**config.mk**
```make
export PLATFORM = sky130hd
export DESIGN_NAME = mac_result_fifo
export DESIGN_NICKNAME = d
export VERILOG_FILES = /design/src/rtl/mac_result_fifo.sv
export SDC_FILE = /design/constraint.sdc
export NUM_CORES = 1
export LEC_CHECK = 0
export CAP_MARGIN = 25
export CORE_UTILIZATION = 35
export DETAILED_ROUTE_END_ITERATION = 10
export PLACE_DENSITY = 0.58
export SYNTH_ARGS = -nofsm -noshare
export SYNTH_HDL_FRONTEND = slang
export SYNTH_SLANG_ARGS = --single-unit
```
**constraint.sdc**
```tcl
create_clock -name clk -period 1.8 [get_ports clk]
set_input_delay 0.18 -clock clk [delete_from_list [all_inputs] [get_ports clk]]
set_output_delay 0.18 -clock clk [all_outputs]
set_load 0.01 [all_outputs]
```
**src/rtl/mac_result_fifo.sv**
```systemverilog
// mac_result_fifo: first-word-fall-through result queue behind the MAC stage.
// Upstream is never stalled. A word that arrives while the queue is full and
// no pop is happening is dropped, and the sticky overflow flag records it.
// Optional feature: define MAC_FIFO_PEAK_EN to add the 'peak' port, which
// tracks the largest word accepted since reset.
module mac_result_fifo #(
    parameter int WIDTH = 8,
    parameter int DEPTH = 4
) (
    input  logic                       clk,
    input  logic                       rst,
    input  logic [WIDTH-1:0]           in_data,
    input  logic                       in_valid,
    output logic [WIDTH-1:0]           out_data,
    output logic                       out_valid,
    input  logic                       out_ready,
    output logic [$clog2(DEPTH):0]     count,
    output logic                       overflow
`ifdef MAC_FIFO_PEAK_EN
    ,
    output logic [WIDTH-1:0]           peak
`endif
);

    localparam int PW = $clog2(DEPTH);
    localparam int CW = PW + 1;
    localparam logic [CW-1:0] FULL = CW'(DEPTH);

    logic [WIDTH-1:0] mem_q [DEPTH];
    logic [PW-1:0]    wr_ptr_q, wr_ptr_d;
    logic [PW-1:0]    rd_ptr_q, rd_ptr_d;
    logic [CW-1:0]    count_q, count_d;
    logic             out_valid_q;
    logic             overflow_q, overflow_d;
    logic             push, pop;

    // Handshake decode and next-state for pointers, occupancy and overflow.
    // A full queue still accepts a word when the head leaves in the same cycle.
    always_comb begin
        pop        = out_valid_q & out_ready;
        push       = in_valid & ((count_q != FULL) | pop);
        wr_ptr_d   = push ? wr_ptr_q + PW'(1) : wr_ptr_q;
        rd_ptr_d   = pop  ? rd_ptr_q + PW'(1) : rd_ptr_q;
        count_d    = count_q;
        case ({push, pop})
            2'b10:   count_d = count_q + CW'(1);
            2'b01:   count_d = count_q - CW'(1);
            default: count_d = count_q;
        endcase
        overflow_d = overflow_q | (in_valid & ~push);
    end

    // Control state; out_valid is registered from the same next count so it
    // always matches count != 0.
    always_ff @(posedge clk) begin
        if (rst) begin
            wr_ptr_q    <= '0;
            rd_ptr_q    <= '0;
            count_q     <= '0;
            out_valid_q <= 1'b0;
            overflow_q  <= 1'b0;
        end else begin
            wr_ptr_q    <= wr_ptr_d;
            rd_ptr_q    <= rd_ptr_d;
            count_q     <= count_d;
            out_valid_q <= (count_d != '0);
            overflow_q  <= overflow_d;
        end
    end

    // Storage is not reset; stale contents are hidden by out_valid gating.
    always_ff @(posedge clk) begin
        if (!rst && push) begin
            mem_q[wr_ptr_q] <= in_data;
        end
    end

    assign out_valid = out_valid_q;
    assign out_data  = out_valid_q ? mem_q[rd_ptr_q] : '0;
    assign count     = count_q;
    assign overflow  = overflow_q;

`ifdef MAC_FIFO_PEAK_EN
    logic [WIDTH-1:0] peak_q;

    // Running maximum over accepted words only; dropped words never count.
    always_ff @(posedge clk) begin
        if (rst) begin
            peak_q <= '0;
        end else if (push && (in_data > peak_q)) begin
            peak_q <= in_data;
        end
    end

    assign peak = peak_q;
`endif

endmodule
```
==> reports/results.tsv, run 1 <==
metric	value	unit
ys_ff_latch	43	
yosys_warnings	0	
worst_pin_slew	276	ps
yosys.area_share.simple	0.0965	
crit_type	flip-flop to output pin	
postPlaceCellArea	2240	um^2
drive_above_1_share	0.340	
numCtsBuffers	5	
critical_path_required	1620	ps
slew_viol_final	0	
setup_violations	0	
cts.clk_slew.worst_paths	80	ps
fin_crit	1740	ps
ys.flop_type	edfxtp_1	
ys_seq_area_frac	0.670	
hold_path.class	flip-flop to flip-flop	
p_comb_frac	0.304	
pin_count	25	
arrival	1560	ps
synth_cells	108	
synth_top_area_share	0.545	
via_per_inst	4.63	
synth.distinct_cells	26	
fin_nets	169	
synth_async_sr_flop_share	0	
antenna_found_initial	0	
synth_most_common_cell	edfxtp_1	
drv_cap	0	
dr.pass1.iters	4	
setup_slack	59.0	ps
clock-root-buffer	clkbuf_8	
p_sw_frac	0.284	
r2r-start	out_valid$_SDFF_PP0_	
tns	0	ps
synthAdderAreaFrac	0.0397	
core-area	4790	um^2
die_w	73.0	um
drcViolationCount	0	
synth-edff-count	32	
clkPwrFrac	0.228	
max_slew_margin	0.815	
io_buffers	24	
start_kind	flip-flop	
dp_slack	-180	ps
drt-initial-drc-count	34	
synthTopCellsByArea	edfxtp_1 (54%), dfxtp_1 (12%), mux4_2 (10%)	
fin_crit_sh	0.967	
switching_power	745	uW
die_h	73.0	um
fin_skew	4.19	ps
start_util	0.369	
synth_area	1760	um^2
final_hold_viol_count	0	
outcome	finished clean	
clock-sinks	43	
antenna_left	0	
cp-end-kind	output pin	
crit_fanout	8	
grt_pass1_wl	4970	um
htree_levels	2	
grt_max_degree	15	
cts_max_path_buffers	2	
rows	25	
ctsHoldBuffers	0	
utilization	0.481	
rsz0062_at_grt	yes	
p_seq_frac	0.469	
vias	1019	
cts_tree	yes	
power.leakage	0.000827	uW
postLayoutCellArea	2300	um^2
area_growth_syn_to_layout	30.6	%
post_cts_buffers	0	
wl_per_cell	14.5	um
routabilityCongestion	0.862	
synth.area.mux_share	0.108	
pwr_density_cell	1140	nW/um^2
grt_pass1_vias	1027	
syn-num-nets	125	
synth-compound-area-share	0.0433	
synthXorXnorAreaFrac	0.0248	
syn_area_per_cell	16.3	um^2
grt_use_total	0.133	
yosysTopAreaCell	edfxtp_1	
intPower	1880	uW
dp.final_hpwl	2350	um
max_freq	574	MHz
grt.overflow.total	0	
wl	3200	um
antenna_cells	0	
dieArea	5330	um^2
synth_common_cells	edfxtp_1 (32), and2_1 (13), dfxtp_1 (11), nor2_1 (10), mux4_2 (8)	
clk_latency	290	ps
min_from	overflow$_SDFF_PP0_	
ir_worst_vdd	507	uV
synth_top_family_by_area	multiplexers	
power groups by stage:
stage	logic, uW	clock network (uW)	registers [uW]
after global placement	807	0	1240
after floorplan	411	0	1250
after detailed placement	831	0	1250
after global routing	867	654	1240
after CTS	784	617	1230
final	797	597	1230
metrics by stage:
stage	hold WS, ps	power, uW	cells
floorplan	279	1670	108
global placement	460	2050	212
detailed placement	470	2080	212
CTS	486	2630	220
global route	517	2760	220
finish	485	2630	220
final timing paths:
kind / endpoint / slack [ps] / cells past startpoint
worst max-delay path: out_data[2] / 60 / 4
worst min-delay path: overflow$_SDFF_PP0_ / 490 / 2
worst max register to register: out_valid$_SDFF_PP0_ / 130 / 5
worst min register to register: overflow$_SDFF_PP0_ / 490 / 2
per-layer routing:
layer,track usage,wire (um),up-vias
li1,-,-,483
met1,0.160,1440,517
met2,0.222,1610,14
met3,0.0414,104,5
met4,0.0523,41,0
met5,0,0,-
registers in the layout, summed over array words and instances, names as in the netlist, named ones only:
name       flops
count          3
wr_ptr_q       2
mem_q         32
overflow       1
out_valid      1
rd_ptr_q       2
kinds of logic (layout without fill, tap and decap cells):
logic type | Yosys count | in the layout
xor+xnor | 5 | 5
flops | 43 | 43
simple gates | 30 | 30
fa+ha+maj | 5 | 5
compound gates | 8 | 8
buf+inv | 8 | 53
mux | 9 | 9
critical path, stage by stage (launching register included):
cell and delay, ps:
dfxtp_2 350, buf_12 140, mux4_2 500, and2_4 150, buf_2 130
final cells by class:
type / count / area, um^2
clock buffer: 5 / 68.8
clock inverter: 3 / 20.0
fill: 428 / 2480
inverter: 4 / 15.0
multi-input combinational: 57 / 561
sequential: 43 / 1180
tap: 67 / 83.8
timing repair buffer: 41 / 372
placed cells by master, fill, tap and decap left out, drive strengths merged, types with 2 or more instances in the layout:
master / count
nor2: 10
inv: 4
clkinv: 2
buf: 25
and2: 13
nand2: 3
clkdlybuf4s50: 16
a21bo: 2
ha: 4
dfxtp: 11
mux4: 8
clkbuf: 5
edfxtp: 32
xnor2: 4
what timing repair did:
item,in CTS,in global routing
cloned,0,0
resized for setup,34,5
endpoints found under the setup margin,8,8
pin swaps,0,6
(Power assumes the default switching activity.)
==> inputs of run 2 (changes only) <==
--- a/config.mk
+++ b/config.mk
@@ -6,9 +6,13 @@
 export NUM_CORES = 1
 export LEC_CHECK = 0
 export CAP_MARGIN = 25
+export CELL_PAD_IN_SITES_DETAIL_PLACEMENT = 0
+export CELL_PAD_IN_SITES_GLOBAL_PLACEMENT = 1
+export CORE_MARGIN = 3
 export CORE_UTILIZATION = 35
 export DETAILED_ROUTE_END_ITERATION = 10
-export PLACE_DENSITY = 0.58
+export PLACE_DENSITY = 0.67
+export SLEW_MARGIN = 40
 export SYNTH_ARGS = -nofsm -noshare
 export SYNTH_HDL_FRONTEND = slang
 export SYNTH_SLANG_ARGS = --single-unit
==> run 2 against run 1 <==
Against the previous run:
- sequential share of layout area up 0.71 points
- worst setup slack better by 4.9 ps
- final area down 1.4%
- maximum frequency up 0.28%
- sequential power about the same
- largest power group unchanged
==> reports/results.tsv, run 2 (synthesized netlist as in run 1, its figures left out) <==
metric	value	unit
dp.final_hpwl	2370	um
wl	3250	um
power.leakage	0.000815	uW
fillers	413	
vias	1002	
min_from	overflow$_SDFF_PP0_	
core-area	4790	um^2
wl_per_cell	14.8	um
r2r-end	out_valid$_SDFF_PP0_	
setup_slack	63.9	ps
fin_nets	168	
outcome	finished clean	
start_kind	flip-flop	
instances_no_fill	219	
tns	0	ps
final_common_cell	edfxtp_1	
worstRegToRegCells	5	
numCtsBuffers	5	
die_w	77.0	um
max_slew_margin	0.821	
cts.clk_slew.worst_paths	80	ps
cp-end-kind	output pin	
grt.overflow.total	0	
fin_crit_sh	0.965	
start_util	0.369	
dr.pass1.iters	4	
grt_use_total	0.125	
dieArea	5930	um^2
drv_cap	0	
hold_path_depth	2	
crit_type	flip-flop to output pin	
cts_tree	yes	
placedCellCount	211	
max_freq	576	MHz
fin_skew	9.26	ps
setup_violations	0	
drcViolationCount	0	
drt-initial-drc-count	49	
pin_count	25	
rows	25	
clock-root-buffer	clkbuf_8	
slew_viol_final	0	
via_per_inst	4.58	
pwr_density_cell	1130	nW/um^2
die_h	77.0	um
area_growth_syn_to_layout	28.8	%
cts_max_path_buffers	2	
fin_crit	1740	ps
dp_slack	-159	ps
grt_pass1_wl	5620	um
crit_fanout	8	
grt_pass1_vias	1128	
regMostFlops	mem_q	
antenna_found_initial	0	
clk_latency	300	ps
io_buffers	24	
hold_path.class	flip-flop to flip-flop	
reg2reg_slack	100	ps
r2r-start	out_valid$_SDFF_PP0_	
final_cell_mix	edfxtp_1 (32), clkdlybuf4s50_1 (16), buf_4 (14), and2_1 (10), nor2_1 (10)	
rsz0062_at_grt	no	
whs_endpoint	overflow$_SDFF_PP0_	
clock-sinks	43	
grt_max_degree	13	
final_hold_viol_count	0	
ir_worst_vdd	547	uV
drive_above_1_share	0.316	
critical_path_required	1620	ps
worst_pin_slew	269	ps
routabilityCongestion	0.707	
post_cts_buffers	0	
largest_register_ffs	32	
antenna_left	0	
htree_levels	2	
arrival	1560	ps
antenna_cells	0	
run 2: cell count changes in the layout (fill, tap and decap cells not counted):
cell | before | now
clkinv_4 | 1 | 0
clkbuf_1 | 0 | 1
and2_1 | 9 | 10
buf_12 | 3 | 2
clkinvlp_4 | 1 | 0
and2_4 | 4 | 3
clkinv_1 | 1 | 2
run 2: repair_timing:
item | 4_1_cts | 5_1_grt
resized for setup | 34 | 4
hold buffers | 0 | 0
endpoints found under the setup margin | 8 | 5
pin swaps | 0 | 1
run 2: power by group:
group | internal (uW) | leakage, uW | switching, uW
sequential | 1160 | 0.000382 | 74.8
combinational | 427 | 0.000393 | 336
clock | 264 | 0.0000403 | 306
run 2: how the worst max path moves through the flow:
stage,startpoint,end,slack (ps),depth (start not counted)
floorplan,count[0]$_SDFF_PP0_,out_valid$_SDFF_PP0_,140,5
global placement,in_valid,out_valid$_SDFF_PP0_,-90,6
detailed placement,in_valid,out_valid$_SDFF_PP0_,-160,6
CTS,flip-flop,out_data[4],40,4
global route,flip-flop,out_data[1],4,4
finish,flip-flop,out_data[7],60,4
run 2: area by class of cell:
cell class / count / area, um^2 / area share
clock inverter: 2 / 7.51 / 0.00330
inverter: 4 / 15.0 / 0.00661
tap: 67 / 83.8 / 0.0369
sequential: 43 / 1180 / 0.521
multi-input combinational: 57 / 558 / 0.246
timing repair buffer: 40 / 352 / 0.155
clock buffer: 6 / 72.6 / 0.0319
run 2: metal layers:
layer	track usage	wire (um)	share of wire
met5	0	0	0
met2	0.214	1680	0.52
met3	0.0376	139	0.043
met1	0.142	1360	0.42
met4	0.0587	72	0.022
run 2: through the flow:
stage                     power [uW]  utilization  cell area, um^2  hold WS [ps]
after floorplan                 1670            -             1760           279
after global placement          2040        0.463             2220           476
after detailed placement        2060        0.463             2220           486
after CTS                       2580        0.472             2260           515
after global routing            2720        0.475             2270           521
final                           2570        0.475             2270           505
run 2: worst max-delay path: stages (launching register included):
cell and delay, ps:
dfxtp_2 340, buf_12 140, mux4_2 500, and2_4 160, buf_2 130
